## config.mk

```make
export PLATFORM = sky130hd
export DESIGN_NAME = fp_operand_stage
export DESIGN_NICKNAME = d
export VERILOG_FILES = /design/src/rtl/fp_operand_stage.sv
export SDC_FILE = /design/constraint.sdc
export NUM_CORES = 1
export LEC_CHECK = 0
export BUFFER_PORTS_ARGS = -buffer_cell sky130_fd_sc_hd__buf_2
export CORE_MARGIN = 1
export CORE_UTILIZATION = 50
export CTS_CLUSTER_DIAMETER = 40
export DETAILED_ROUTE_END_ITERATION = 16
export HOLD_SLACK_MARGIN = 0.06
export PLACE_DENSITY = 0.76
export SKIP_LAST_GASP = 1
export SYNTH_ARGS = -nofsm -noshare
export SYNTH_HDL_FRONTEND = slang
export SYNTH_SLANG_ARGS = --single-unit
```

## constraint.sdc

```tcl
create_clock -name clk -period 3.27 [get_ports clk]
set_clock_uncertainty 0.05 [all_clocks]
set_input_delay 0.654 -clock clk [delete_from_list [all_inputs] [get_ports clk]]
set_output_delay 0.654 -clock clk [all_outputs]
set_load 0.01 [all_outputs]
```

## src/rtl/fp_operand_stage.sv

```systemverilog
// fp_operand_stage
// ----------------
// Registered operand-unpack stage in front of the FP add/sub core.
// Each accepted beat (a, b, operation_select) is split into sign,
// biased exponent and hidden-bit mantissa per operand, classified, and
// NaN/Inf/Zero special results are resolved before the core sees them.
// A one-entry skid buffer behind the output register keeps full
// throughput under backpressure while in_ready stays purely registered.
//
// Ports
//   clk, rst_n          clock, synchronous active-low reset
//   in_valid/in_ready   upstream handshake (in_ready is a flop output)
//   a, b                IEEE 754 single-precision operands
//   operation_select    0 = a+b, 1 = a-b
//   out_valid/out_ready downstream handshake
//   sign_a, sign_b_eff  sign of a; sign of b folded with the operation
//   exp_a, exp_b        biased exponents (denormals reported as 1)
//   mant_a, mant_b      {hidden bit, fraction}
//   class_a, class_b    0 ZERO, 1 DENORM, 2 NORMAL, 3 INF, 4 QNAN, 5 SNAN
//   eff_sub             effective subtraction
//   special_valid       special_result is final, core bypassed
//   special_result      early result (0 when special_valid is 0)
//   invalid             IEEE invalid-operation flag

// Per-operand field split and classification.
module fp_operand_decode #(
    parameter int WIDTH     = 32,
    parameter int EXP_BITS  = 8,
    parameter int MANT_BITS = 23
) (
    input  logic [WIDTH-1:0]    operand,
    input  logic                flip_sign,
    output logic                sign,
    output logic [EXP_BITS-1:0] exp,
    output logic [MANT_BITS:0]  mant,
    output logic [2:0]          cls
);
    localparam logic [2:0] CLS_ZERO   = 3'd0;
    localparam logic [2:0] CLS_DENORM = 3'd1;
    localparam logic [2:0] CLS_NORMAL = 3'd2;
    localparam logic [2:0] CLS_INF    = 3'd3;
    localparam logic [2:0] CLS_QNAN   = 3'd4;
    localparam logic [2:0] CLS_SNAN   = 3'd5;

    logic [EXP_BITS-1:0]  exp_f;
    logic [MANT_BITS-1:0] frac;
    logic                 exp_zero;
    logic                 exp_ones;
    logic                 frac_zero;

    assign exp_f     = operand[WIDTH-2 -: EXP_BITS];
    assign frac      = operand[MANT_BITS-1:0];
    assign exp_zero  = (exp_f == '0);
    assign exp_ones  = (exp_f == '1);
    assign frac_zero = (frac == '0);

    assign sign = operand[WIDTH-1] ^ flip_sign;
    // Denormals share the minimum normal exponent so the core can align
    // them without a separate path; true zero keeps its field value.
    assign exp  = (exp_zero && !frac_zero) ? EXP_BITS'(1) : exp_f;
    assign mant = {!exp_zero, frac};

    always_comb begin
        cls = CLS_NORMAL;
        if (exp_zero) begin
            cls = frac_zero ? CLS_ZERO : CLS_DENORM;
        end else if (exp_ones) begin
            if (frac_zero)               cls = CLS_INF;
            else if (frac[MANT_BITS-1])  cls = CLS_QNAN;
            else                         cls = CLS_SNAN;
        end
    end
endmodule

module fp_operand_stage #(
    parameter int WIDTH     = 32,
    parameter int EXP_BITS  = 8,
    parameter int MANT_BITS = 23
) (
    input  logic                 clk,
    input  logic                 rst_n,
    input  logic                 in_valid,
    output logic                 in_ready,
    input  logic [WIDTH-1:0]     a,
    input  logic [WIDTH-1:0]     b,
    input  logic                 operation_select,
    output logic                 out_valid,
    input  logic                 out_ready,
    output logic                 sign_a,
    output logic                 sign_b_eff,
    output logic [EXP_BITS-1:0]  exp_a,
    output logic [EXP_BITS-1:0]  exp_b,
    output logic [MANT_BITS:0]   mant_a,
    output logic [MANT_BITS:0]   mant_b,
    output logic [2:0]           class_a,
    output logic [2:0]           class_b,
    output logic                 eff_sub,
    output logic                 special_valid,
    output logic [WIDTH-1:0]     special_result,
    output logic                 invalid
);
    localparam int NUM_OPS = 2;

    localparam logic [2:0] CLS_ZERO = 3'd0;
    localparam logic [2:0] CLS_INF  = 3'd3;
    localparam logic [2:0] CLS_QNAN = 3'd4;
    localparam logic [2:0] CLS_SNAN = 3'd5;

    // Handshake state is {out_valid, skid_valid}; (0,1) is unreachable.
    localparam logic [1:0] ST_EMPTY = 2'b00;
    localparam logic [1:0] ST_HOLD  = 2'b10;
    localparam logic [1:0] ST_FULL  = 2'b11;

    localparam logic [WIDTH-1:0] QNAN_DEFAULT =
        {1'b0, {EXP_BITS{1'b1}}, 1'b1, {(MANT_BITS-1){1'b0}}};

    typedef struct packed {
        logic                sign_a;
        logic                sign_b_eff;
        logic [EXP_BITS-1:0] exp_a;
        logic [EXP_BITS-1:0] exp_b;
        logic [MANT_BITS:0]  mant_a;
        logic [MANT_BITS:0]  mant_b;
        logic [2:0]          class_a;
        logic [2:0]          class_b;
        logic                eff_sub;
        logic                special_valid;
        logic [WIDTH-1:0]    special_result;
        logic                invalid;
    } beat_t;

    // ---------------- operand decode ----------------
    logic [NUM_OPS-1:0][WIDTH-1:0]    opnd;
    logic [NUM_OPS-1:0]               flip;
    logic [NUM_OPS-1:0]               sgn;
    logic [NUM_OPS-1:0][EXP_BITS-1:0] expv;
    logic [NUM_OPS-1:0][MANT_BITS:0]  mantv;
    logic [NUM_OPS-1:0][2:0]          clsv;

    assign opnd = {b, a};
    assign flip = {operation_select, 1'b0};

    for (genvar i = 0; i < NUM_OPS; i++) begin : g_dec
        fp_operand_decode #(
            .WIDTH    (WIDTH),
            .EXP_BITS (EXP_BITS),
            .MANT_BITS(MANT_BITS)
        ) u_dec (
            .operand  (opnd[i]),
            .flip_sign(flip[i]),
            .sign     (sgn[i]),
            .exp      (expv[i]),
            .mant     (mantv[i]),
            .cls      (clsv[i])
        );
    end

    // ---------------- special-case resolution ----------------
    logic  any_nan, any_snan, inf_a, inf_b, zero_a, zero_b, esub;
    beat_t dec_beat;

    assign any_snan = (clsv[0] == CLS_SNAN) || (clsv[1] == CLS_SNAN);
    assign any_nan  = any_snan || (clsv[0] == CLS_QNAN) || (clsv[1] == CLS_QNAN);
    assign inf_a    = (clsv[0] == CLS_INF);
    assign inf_b    = (clsv[1] == CLS_INF);
    assign zero_a   = (clsv[0] == CLS_ZERO);
    assign zero_b   = (clsv[1] == CLS_ZERO);
    assign esub     = sgn[0] ^ sgn[1];

    always_comb begin
        dec_beat                = '0;
        dec_beat.sign_a         = sgn[0];
        dec_beat.sign_b_eff     = sgn[1];
        dec_beat.exp_a          = expv[0];
        dec_beat.exp_b          = expv[1];
        dec_beat.mant_a         = mantv[0];
        dec_beat.mant_b         = mantv[1];
        dec_beat.class_a        = clsv[0];
        dec_beat.class_b        = clsv[1];
        dec_beat.eff_sub        = esub;
        // First match wins: NaN, Inf-Inf, single Inf, double zero.
        if (any_nan) begin
            dec_beat.special_valid  = 1'b1;
            dec_beat.special_result = QNAN_DEFAULT;
            dec_beat.invalid        = any_snan;
        end else if (inf_a && inf_b && esub) begin
            dec_beat.special_valid  = 1'b1;
            dec_beat.special_result = QNAN_DEFAULT;
            dec_beat.invalid        = 1'b1;
        end else if (inf_a || inf_b) begin
            // Both-Inf here implies equal effective signs, so a's sign works.
            dec_beat.special_valid  = 1'b1;
            dec_beat.special_result = {inf_a ? sgn[0] : sgn[1], {EXP_BITS{1'b1}},
                                       {MANT_BITS{1'b0}}};
        end else if (zero_a && zero_b) begin
            // Round-to-nearest: result is -0 only when both are -0.
            dec_beat.special_valid  = 1'b1;
            dec_beat.special_result = {sgn[0] & sgn[1], {(WIDTH-1){1'b0}}};
        end
    end

    // ---------------- output register + skid ----------------
    beat_t out_q, out_d, skid_q, skid_d;
    logic  out_valid_q, out_valid_d;
    logic  skid_valid_q, skid_valid_d;
    logic  in_ready_q;
    logic  take, accept;

    assign take   = out_valid_q & out_ready;
    assign accept = in_valid & in_ready_q;

    always_comb begin
        out_d        = out_q;
        skid_d       = skid_q;
        out_valid_d  = out_valid_q;
        skid_valid_d = skid_valid_q;
        case ({out_valid_q, skid_valid_q})
            ST_EMPTY: begin
                if (accept) begin
                    out_d       = dec_beat;
                    out_valid_d = 1'b1;
                end
            end
            ST_HOLD: begin
                if (take && accept) begin
                    out_d = dec_beat;
                end else if (take) begin
                    out_valid_d = 1'b0;
                end else if (accept) begin
                    skid_d       = dec_beat;
                    skid_valid_d = 1'b1;
                end
            end
            ST_FULL: begin
                // in_ready is low here, so no accept can coincide.
                if (take) begin
                    out_d        = skid_q;
                    skid_valid_d = 1'b0;
                end
            end
            default: begin
                out_valid_d  = 1'b0;
                skid_valid_d = 1'b0;
            end
        endcase
    end

    always_ff @(posedge clk) begin
        if (!rst_n) begin
            out_q        <= '0;
            skid_q       <= '0;
            out_valid_q  <= 1'b0;
            skid_valid_q <= 1'b0;
            in_ready_q   <= 1'b0;
        end else begin
            out_q        <= out_d;
            skid_q       <= skid_d;
            out_valid_q  <= out_valid_d;
            skid_valid_q <= skid_valid_d;
            // Registered copy of !skid_valid: no out_ready -> in_ready path.
            in_ready_q   <= !skid_valid_d;
        end
    end

    assign in_ready       = in_ready_q;
    assign out_valid      = out_valid_q;
    assign sign_a         = out_q.sign_a;
    assign sign_b_eff     = out_q.sign_b_eff;
    assign exp_a          = out_q.exp_a;
    assign exp_b          = out_q.exp_b;
    assign mant_a         = out_q.mant_a;
    assign mant_b         = out_q.mant_b;
    assign class_a        = out_q.class_a;
    assign class_b        = out_q.class_b;
    assign eff_sub        = out_q.eff_sub;
    assign special_valid  = out_q.special_valid;
    assign special_result = out_q.special_result;
    assign invalid        = out_q.invalid;
endmodule

```

==> results of run 1 <==
[tightest hold or removal path, cell delays in order, from the launching register on]
cell	delay [ns]
dfxtp_1	0.31
nand2_1	0.05
a21oi_1	0.05
[state kept, by name, indices dropped and copies added, names as in the netlist]
signal and cells:
exp_b 8, in_ready 1, skid_q 78, out_valid 1
sign_a 1, special_valid 1, special_result 3, sign_b_eff 1
exp_a 8, class_a 3, class_b 3, mant_a 24
skid_valid_q 1, eff_sub 1, invalid 1, mant_b 24
[cells in the final DEF, fill, tap and decap left out, types with 2 or more instances in the layout]
cell type  count
buf_12         5
nand3_1        5
nor2_1        81
conb_1        22
nor4_1         9
bufinv_16      5
or3_1          2
nor2b_1        2
a211oi_1      76
buf_4          6
clkinv_4       4
a211o_1        3
clkbuf_16     17
nor3_1        21
nand4_1        7
or4_1          7
o21ai_0        8
o311ai_0       3
ha_1           4
mux2i_1       66
and2_1         3
inv_1          7
buf_2        155
nand2_1      152
nor4_2         4
clkinv_2       4
dfxtp_1      159
a21oi_1       79
[how the worst max path moves through the flow]
stage,to,from,cells past startpoint
finish,special_result[31]$_SDFFE_PN0P_,b[0],7
CTS,special_result[31]$_SDFFE_PN0P_,b[0],7
global placement,special_result[31]$_SDFFE_PN0P_,b[0],7
detailed placement,special_result[31]$_SDFFE_PN0P_,b[0],7
global route,special_result[31]$_SDFFE_PN0P_,b[0],7
floorplan,skid_q[33]$_SDFFE_PN0P_,b[17],6
[final cells by class]
| class | instances | area, sq um |
|---|---|---|
| Fill cell | 1165 | 5024 |
| Multi-Input combinational cell | 571 | 3262 |
| Sequential cell | 159 | 3183 |
| Timing Repair Buffer | 166 | 920.9 |
| Clock buffer | 18 | 439.2 |
| Tap cell | 176 | 220.2 |
| Clock inverter | 14 | 214.0 |
| Inverter | 8 | 32.53 |
[metal layers]
layer / routed length (um) / vias to the layer above / track usage, %
met2: 7564 / 174 / 37.24
met4: 262 / 0 / 8.703
met1: 7547 / 2745 / 30.24
li1: - / 3020 / -
met5: 0 / - / 0
met3: 966 / 22 / 5.888
[metrics by stage]
| step | utilization [%] | power [mW] | setup slack (ns) | hold slack, ns | std cells |
|---|---|---|---|---|---|
| floorplan | - | 2.662 | 0.8417 | 0.3822 | 827 |
| global placement | 57.30 | 2.937 | 0.1317 | 0.3909 | 1080 |
| detailed placement | 57.30 | 2.952 | 0.08119 | 0.3965 | 1080 |
| CTS | 62.22 | 5.121 | 0.5112 | 0.4047 | 1112 |
| global route | 62.22 | 5.291 | 0.4206 | 0.4199 | 1112 |
| finish | 62.22 | 5.081 | 0.4746 | 0.4027 | 1112 |
[cells in the mapped netlist, drive strengths merged (5+ instances only)]
| cell type | n |
|---|---|
| nand3 | 5 |
| buf | 34 |
| nand2 | 152 |
| clkbuf | 55 |
| or4 | 7 |
| a211oi | 76 |
| mux2i | 66 |
| nor4 | 13 |
| o21ai | 9 |
| nor3 | 21 |
| inv | 8 |
| a21oi | 79 |
| dfxtp | 159 |
| nor2 | 81 |
| nand4 | 7 |
| ha | 5 |
[power groups by stage]
stage | Sequential [mW] | Combinational, mW | Clock, mW
floorplan | 2.27 | 0.391 | 0
global placement | 2.20 | 0.733 | 0
detailed placement | 2.21 | 0.742 | 0
CTS | 2.17 | 0.749 | 2.20
global route | 2.19 | 0.824 | 2.28
finish | 2.17 | 0.744 | 2.17
[cells by family (layout without fill, tap and decap cells)]
family	after synthesis	in the layout	synth area share (%)
and+or+nand+nor	299	299	18.97
buffers and inverters	97	206	6.935
DFF	159	159	46.67
xor gates and xnor gates	1	1	0.1284
AOI/OAI and AO/OA	178	178	16.64
adders and majority gates	5	5	0.9173
muxes	66	66	9.686
other	1	22	0.05498
==> results.sh, run 1 <==
export IMPL_cell_internal_pwr_mw=3.756
export IMPL_finalCritPeriodShare_pct=85.49
export IMPL_diodes=0
export IMPL_p_leak_nw=3.139
export IMPL_num_vias=5961
export IMPL_max_cap_viol_count=0
export IMPL_num_rows=42
export IMPL_root_buffer="clkbuf_16"
export IMPL_clk_latency_ns=0.42
export IMPL_die_y_um=118.8
export IMPL_rsz0062_at_grt="false"
export IMPL_core_sq_um=13300
export IMPL_area_growth_pct=21.28
export IMPL_critPathArrivalTime_ns=3.09
export IMPL_die_w_um=118.8
export IMPL_ys_seq_area_share_pct=46.67
export IMPL_die_area_sq_um=14110
export IMPL_slew_viol_final=0
export IMPL_grt_pass1_vias=5257
export IMPL_min_from="skid_q[102]$_SDFFE_PN0P_"
export IMPL_path_common_cell="nor4_1"
export IMPL_combPwrFrac_pct=14.6
export IMPL_ir_worst_vdd_mv=0.3490
export IMPL_clk_path_buf_depth=2
export IMPL_worst_slew_pin_slew_ns=0.7380
export IMPL_htree_levels=4
export IMPL_crit_fanout=5
export IMPL_r2r_start="out_valid$_SDFFE_PN0P_"
export IMPL_cp_buffers_inverters=1
export IMPL_p_per_area_nw_per_um2=614.2
export IMPL_hold_depth=2
export IMPL_first_pass_iters=5
export IMPL_setup_tns_ns=0
export IMPL_switching_share_pct=26.07
export IMPL_max_freq_ghz=0.3577
export IMPL_p_sw_mw=1.325
export IMPL_cp_cell_sequence="buf_2, nor4_1, nand4_1, nor4_1, a311oi_1, or4_1, a21oi_1"
export IMPL_slowest_delay_ns=0.53
export IMPL_crit_type="input pin to flip-flop"
export IMPL_netlist_area_sq_um=6820
export IMPL_clkPwrFrac_pct=42.7
export IMPL_pin_count=178
export IMPL_required_ns=3.57
export IMPL_slew_headroom_pct=50.50
export IMPL_holdPathEnd="skid_q[102]$_SDFFE_PN0P_"
export IMPL_drtIter0Drc=478
export IMPL_finalSetupViolCount=0
export IMPL_wire_per_inst_um=14.70
export IMPL_r2r_end="mant_b[20]$_SDFFE_PN0P_"
export IMPL_clock_sinks=159
export IMPL_path_delay_family="simple AND/OR/NAND/NOR gates"
export IMPL_synth_warnings=0
export IMPL_finalCriticalPeriod_ns=2.795
export IMPL_drive_gt1_share_pct=22.12
export IMPL_status="complete, no violations"
export IMPL_synth_distinct_cells=39
export IMPL_drc=0
export IMPL_post_cts_buffers=0
export IMPL_portBuffers=155
export IMPL_hold_viol=0
export IMPL_endpoint_kind="flip-flop"
export IMPL_floorplan_initialDensity_pct=51.30
export IMPL_r2r_cells=7
export IMPL_start_kind="input pin"
export IMPL_yosys_area_top_type="dfxtp_1"
export IMPL_syn_inst=806
export IMPL_antenna_found_initial=0
export IMPL_hold_class="flip-flop to flip-flop"
export IMPL_clkTransAtPathRegs_ns=0.06
export IMPL_power_frac_seq_pct=42.7
export IMPL_hpwl_um=10690
export IMPL_grt_pass1_wl_um=26080
export IMPL_cp_slowest_cell="nor4_1"
export IMPL_ys_ff_latch=159
export IMPL_r2r_setup_slack_ns=0.88
export IMPL_ctsResizeCount=0
export IMPL_gp_congestion=0.7789
export IMPL_ys_flop_type="dfxtp_1"
export IMPL_holdBufCountCts=0
export IMPL_ant_nets=0
export IMPL_synth_async_sr_flop_share_pct=0
export IMPL_track_usage_pct=23.31
export IMPL_cts_buffers=17
export IMPL_drt_total_wl_um=16340
export IMPL_cts_tree="done"
export IMPL_dpl_cell_area_sq_um=7619
export IMPL_finalInstanceArea_sq_um=8272
export IMPL_syn_avg_cell_area_sq_um=8.462
export IMPL_grt_max_degree=93
export IMPL_synth_top_area_share_pct=46.67
export IMPL_viasPerCell=5.361
export IMPL_synth_area_leaders="dfxtp_1, mux2i_1, a211oi_1"
export IMPL_nets=997
export IMPL_synth_edff_count=0
export IMPL_overflow=0
Power figures use the tool's default switching activity.
==> run 2: changes to the inputs <==
==> constraint.sdc (replaced) <==
create_clock -name clk -period 3.3 [get_ports clk]
set_clock_uncertainty 0.05 [all_clocks]
set_input_delay 0.66 -clock clk [delete_from_list [all_inputs] [get_ports clk]]
set_output_delay 0.66 -clock clk [all_outputs]
set_load 0.01 [all_outputs]
==> results.sh, run 2 (same netlist as run 1, synthesis figures left out) <==
export IMPL_drive_gt1_share_pct=22.09
export IMPL_final_common_cell="dfxtp_1"
export IMPL_drt_total_wl_um=16730
export IMPL_required_ns=3.60
export IMPL_num_fill_cells=1191
export IMPL_num_vias=6063
export IMPL_holdBufCountCts=0
export IMPL_core_sq_um=13300
export IMPL_grt_pass1_wl_um=26510
export IMPL_gp_congestion=0.7889
export IMPL_pin_count=178
export IMPL_crit_type="input pin to flip-flop"
export IMPL_root_buffer="clkbuf_16"
export IMPL_drc=0
export IMPL_die_area_sq_um=14110
export IMPL_floorplan_initialDensity_pct=51.30
export IMPL_clk_path_buf_depth=2
export IMPL_regMostFlops="skid_q"
export IMPL_viasPerCell=5.447
export IMPL_r2r_setup_slack_ns=1.00
export IMPL_worst_slew_pin_slew_ns=0.7691
export IMPL_portBuffers=155
export IMPL_setup_tns_ns=0
export IMPL_antenna_found_initial=0
export IMPL_ctsResizeCount=0
export IMPL_clock_sinks=159
export IMPL_cts_tree="done"
export IMPL_max_freq_ghz=0.3681
export IMPL_grt_max_degree=75
export IMPL_status="complete, no violations"
export IMPL_track_usage_pct=23.68
export IMPL_clk_latency_ns=0.43
export IMPL_diodes=0
export IMPL_p_leak_nw=3.112
export IMPL_htree_levels=4
export IMPL_power_mw=4.880
export IMPL_num_rows=42
export IMPL_clkTransAtPathRegs_ns=0.06
export IMPL_rsz0062_at_grt="false"
export IMPL_area_growth_pct=20.68
export IMPL_hold_class="flip-flop to flip-flop"
export IMPL_first_pass_iters=5
export IMPL_overflow=0
export IMPL_cts_buffers=17
export IMPL_nets=999
export IMPL_hold_viol=0
export IMPL_finalSetupViolCount=0
export IMPL_largest_register_ffs=78
export IMPL_post_cts_buffers=0
export IMPL_max_cap_viol_count=0
export IMPL_grt_pass1_vias=5331
export IMPL_layout_common_cells="dfxtp_1, buf_2, nand2_1"
export IMPL_ir_worst_vdd_mv=0.4500
export IMPL_start_kind="input pin"
export IMPL_endpoint_kind="flip-flop"
export IMPL_finalCritPeriodShare_pct=82.32
export IMPL_finalCriticalPeriod_ns=2.716
export IMPL_drtIter0Drc=438
export IMPL_slew_headroom_pct=48.72
export IMPL_wire_per_inst_um=15.04
export IMPL_multi_input_area_sq_um=3262
export IMPL_p_per_area_nw_per_um2=592.9
export IMPL_regArea_sq_um=3183
export IMPL_critPathArrivalTime_ns=3.02
export IMPL_hpwl_um=10990
export IMPL_crit_fanout=5
export IMPL_slew_viol_final=0
export IMPL_die_y_um=118.8
export IMPL_die_w_um=118.8
export IMPL_ant_nets=0
-- run 2: path summary, 6_finish.rpt --
kind,depth (start not counted),to,startpoint
min reg2reg,2,mant_b[23]$_SDFFE_PN0P_,mant_b[23]$_SDFFE_PN0P_
max reg2reg,4,skid_q[32]$_SDFFE_PN0P_,out_valid$_SDFFE_PN0P_
min,2,mant_b[23]$_SDFFE_PN0P_,mant_b[23]$_SDFFE_PN0P_
max,7,skid_q[32]$_SDFFE_PN0P_,b[0]
-- run 2: report_power, final --
part           switching (mW)  internal (mW)  leakage (nW)
combinational           0.454          0.286          1.53
clock                   0.770           1.22         0.284
sequential             0.0758           2.07          1.30
total                    1.30           3.58          3.11
-- run 2: cell type report --
class | instances | area share, %
clock buffers | 20 | 5.549
clock inverters | 11 | 1.703
inverters | 8 | 0.3953
multi-input cells | 571 | 39.63
flip-flops and latches | 159 | 38.67
well taps | 176 | 2.676
repair buffers | 168 | 11.37
-- run 2: through the flow --
step | hold WS [ns] | utilization, % | std cells | area, sq um | setup WS [ns]
2_1_floorplan | 0.3822 | - | 827 | 6899 | 0.8657
3_3_place_gp | 0.3882 | 57.42 | 1082 | 7634 | 0.1929
3_5_place_dp | 0.3898 | 57.42 | 1082 | 7634 | 0.1855
4_1_cts | 0.3979 | 61.90 | 1113 | 8230 | 0.6379
5_1_grt | 0.4149 | 61.90 | 1113 | 8230 | 0.4769
6_report | 0.3969 | 61.90 | 1113 | 8230 | 0.5836
-- run 2: per-layer routing --
layer  share of wire [%]  track usage (%)
met5                   0                0
met4                 1.8            8.940
met3                 5.7            5.598
met2                  45            36.29
met1                  48            32.22
-- run 2: worst max-delay path, cell delays in order --
cell and delay (ns):
buf_2 0.12, nor4_1 0.46, nand4_1 0.40, nor4_1 0.54, a311oi_1 0.19, or4_1 0.50, a21oi_1 0.15
==> run 3: changes to the inputs <==
--- a/config.mk
+++ b/config.mk
@@ -5,9 +5,10 @@
 export SDC_FILE = /design/constraint.sdc
 export NUM_CORES = 1
 export LEC_CHECK = 0
+export ABC_AREA = 1
 export BUFFER_PORTS_ARGS = -buffer_cell sky130_fd_sc_hd__buf_2
 export CORE_MARGIN = 1
-export CORE_UTILIZATION = 50
+export CORE_UTILIZATION = 48
 export CTS_CLUSTER_DIAMETER = 40
 export DETAILED_ROUTE_END_ITERATION = 16
 export HOLD_SLACK_MARGIN = 0.06
==> constraint.sdc (replaced) <==
create_clock -name clk -period 2.4 [get_ports clk]
set_clock_uncertainty 0.05 [all_clocks]
set_input_delay 0.48 -clock clk [delete_from_list [all_inputs] [get_ports clk]]
set_output_delay 0.48 -clock clk [all_outputs]
set_load 0.01 [all_outputs]
==> results.sh, run 3 <==
export IMPL_status="complete, no violations"
export IMPL_htree_levels=4
export IMPL_p_sw_mw=3.528
export IMPL_die_area_sq_um=14920
export IMPL_path_common_cell="inv_2"
export IMPL_synth_adder_area_share_pct=0.9029
export IMPL_grt_pass1_wl_um=28580
export IMPL_ys_ff_latch=159
export IMPL_root_buffer="clkbuf_16"
export IMPL_num_vias=6565
export IMPL_finalCritPeriodShare_pct=82.20
export IMPL_cp_buffers_inverters=4
export IMPL_yosys_area_top_type="dfxtp_1"
export IMPL_rsz0062_at_grt="false"
export IMPL_max_cap_viol_count=0
export IMPL_hpwl_um=11130
export IMPL_clkTransAtPathRegs_ns=0.06
export IMPL_synth_simple_area_share_pct=20.48
export IMPL_r2r_setup_slack_ns=0.43
export IMPL_layout_common_cells="nand2_1, dfxtp_1, buf_2"
export IMPL_viasPerCell=5.248
export IMPL_largest_register_ffs=78
export IMPL_ys_flop_type="dfxtp_1"
export IMPL_path_delay_family="buffers and inverters"
export IMPL_die_y_um=122.2
export IMPL_synth_distinct_cells=30
export IMPL_p_per_area_nw_per_um2=1228
export IMPL_synth_xor_area_share_pct=0.1264
export IMPL_antenna_found_initial=3
export IMPL_critPathArrivalTime_ns=2.24
export IMPL_slowest_delay_ns=0.45
export IMPL_worst_path_stages=9
export IMPL_r2r_start="out_valid$_SDFFE_PN0P_"
export IMPL_max_freq_ghz=0.5069
export IMPL_syn_inst=943
export IMPL_drive_gt1_share_pct=21.33
export IMPL_gp_congestion=0.8017
export IMPL_hold_class="input pin to flip-flop"
export IMPL_p_leak_nw=3.927
export IMPL_endpoint_kind="flip-flop"
export IMPL_synth_edff_count=0
export IMPL_slew_viol_final=0
export IMPL_synth_async_sr_flop_share_pct=0
export IMPL_crit_type="flip-flop to flip-flop"
export IMPL_r2r_cells=9
export IMPL_area_growth_pct=19.72
export IMPL_ctsResizeCount=0
export IMPL_regMostFlops="skid_q"
export IMPL_drc=0
export IMPL_final_common_cell="nand2_1"
export IMPL_cp_slowest_cell="dfxtp_1"
export IMPL_ir_worst_vdd_mv=0.7619
export IMPL_drt_total_wl_um=17880
export IMPL_synth_common_cells="nand2_1, dfxtp_1, nor2_1, o21ai_0, a21oi_1"
export IMPL_cts_buffers=17
export IMPL_hold_viol=0
export IMPL_synth_top_family_by_area="compound AO/OA/AOI/OAI gates"
export IMPL_clkPwrFrac_pct=28.8
export IMPL_critPathLaunch="out_valid$_SDFFE_PN0P_"
export IMPL_r2r_end="skid_q[36]$_SDFFE_PN0P_"
export IMPL_portBuffers=155
export IMPL_synth_top_area_share_pct=45.94
export IMPL_nets=1130
export IMPL_finalCriticalPeriod_ns=1.973
export IMPL_cts_tree="done"
export IMPL_combPwrFrac_pct=32.5
export IMPL_clk_path_buf_depth=2
export IMPL_ant_nets=0
export IMPL_synth_area_leaders="dfxtp_1, o21ai_0, nand2_1"
export IMPL_power_frac_seq_pct=38.8
export IMPL_synth_compound_area_share_pct=22.03
export IMPL_first_pass_iters=5
export IMPL_required_ns=2.66
export IMPL_clk_latency_ns=0.42
export IMPL_synth_warnings=0
export IMPL_finalSetupViolCount=0
export IMPL_syn_avg_cell_area_sq_um=7.348
export IMPL_overflow=0
export IMPL_fin_hold_ws_ns=0.2655
export IMPL_drtIter0Drc=468
export IMPL_grt_pass1_vias=5796
export IMPL_wire_per_inst_um=14.29
export IMPL_track_usage_pct=24.33
export IMPL_cp_cell_sequence="ha_1, inv_2, nor2_2, inv_2, nor2_4, buf_4, o21ai_0, o211ai_1, inv_1"
export IMPL_switching_share_pct=34.63
export IMPL_num_rows=43
export IMPL_pin_count=178
export IMPL_clock_sinks=159
export IMPL_netlist_area_sq_um=6929
export IMPL_cp_endpoint="skid_q[36]$_SDFFE_PN0P_"
export IMPL_holdBufCountCts=0
export IMPL_core_sq_um=13990
export IMPL_ys_seq_area_share_pct=45.94
export IMPL_cell_internal_pwr_mw=6.659
export IMPL_grt_max_degree=82
export IMPL_synth_most_common_cell="nand2_1"
export IMPL_start_kind="flip-flop"
export IMPL_floorplan_initialDensity_pct=49.53
export IMPL_yosys_mux_area_fraction_pct=0
export IMPL_setup_tns_ns=0
export IMPL_post_cts_buffers=0
export IMPL_die_w_um=122.2
export IMPL_crit_fanout=51
-- run 3: cell types whose count changed after synthesis, moves of 13 or more --
| cell | change |
|---|---|
| o21ai_0 | +134 |
| buf_2 | +23 |
| a31oi_1 | +53 |
| inv_1 | +28 |
| o21ai_1 | +18 |
| mux2i_1 | -66 |
| nor3_1 | -20 |
| clkbuf_1 | -24 |
| a211oi_1 | -76 |
| nor2_1 | +69 |
| nor2_2 | +13 |
-- run 3: worst min path at each step --
stage | slack [ns] | end | cells past startpoint | from
after floorplan | 0.39 | skid_q[33]$_SDFFE_PN0P_ | 2 | skid_q[33]$_SDFFE_PN0P_
after global placement | 0.40 | eff_sub$_SDFFE_PN0P_ | 2 | skid_q[34]$_SDFFE_PN0P_
after detailed placement | 0.41 | mant_b[2]$_SDFFE_PN0P_ | 2 | skid_q[43]$_SDFFE_PN0P_
after CTS | 0.25 | skid_q[76]$_SDFFE_PN0P_ | 3 | a[11]
after global routing | 0.27 | skid_q[72]$_SDFFE_PN0P_ | 3 | a[7]
final | 0.27 | skid_q[76]$_SDFFE_PN0P_ | 3 | a[11]
-- run 3: cell type report --
type / instances / area (sq um)
clock buffers: 21 / 450.4
inverters: 43 / 163.9
multi-input cells: 667 / 3117
clock inverters: 11 / 187.7
fillers: 1327 / 5693
repair buffers: 168 / 963.4
diodes: 2 / 5.005
well taps: 180 / 225.2
flip-flops and latches: 159 / 3183
-- run 3: kinds of logic after synthesis --
kind of cell,after synthesis
AO/OA/AOI/OAI,288
XOR/XNOR,1
adder cells (fa/ha/maj),5
buffers and inverters,138
flip-flops,159
other,1
AND/OR/NAND/NOR,351
-- run 3: power groups by stage --
stage	clock network, mW	registers, mW	logic, mW
2_1_floorplan	0	4.26	1.90
3_3_place_gp	0	3.97	3.25
3_5_place_dp	0	3.98	3.29
4_1_cts	2.97	3.95	3.32
5_1_grt	3.07	4.06	3.72
6_report	2.93	3.95	3.31
-- run 3: metal layers --
layer	track usage, %	vias up	wire length (um)
met1	32.59	3005	8439
met4	8.079	2	225
met2	37.99	234	8021
met5	0	-	8
met3	6.227	24	1180
li1	-	3300	-
-- run 3: per-stage QoR --
| step | area (sq um) | util [%] | cells | power, mW | setup WS (ns) |
|---|---|---|---|---|---|
| 2_1_floorplan | 7008 | - | 964 | 6.166 | 0.6330 |
| 3_3_place_gp | 7652 | 54.70 | 1217 | 7.220 | 0.3641 |
| 3_5_place_dp | 7652 | 54.70 | 1217 | 7.267 | 0.3344 |
| 4_1_cts | 8290 | 59.27 | 1249 | 10.23 | 0.4094 |
| 5_1_grt | 8295 | 59.30 | 1251 | 10.85 | 0.2406 |
| 6_report | 8295 | 59.30 | 1251 | 10.19 | 0.4273 |
-- run 3: worst reg2reg max path: cells and delay by family, from the launching register on --
family,cells,cell delay [ns]
buffers and inverters,4,0.59
DFF,1,0.45
AOI/OAI and AO/OA,2,0.28
adders and majority gates,1,0.26
and+or+nand+nor,2,0.23
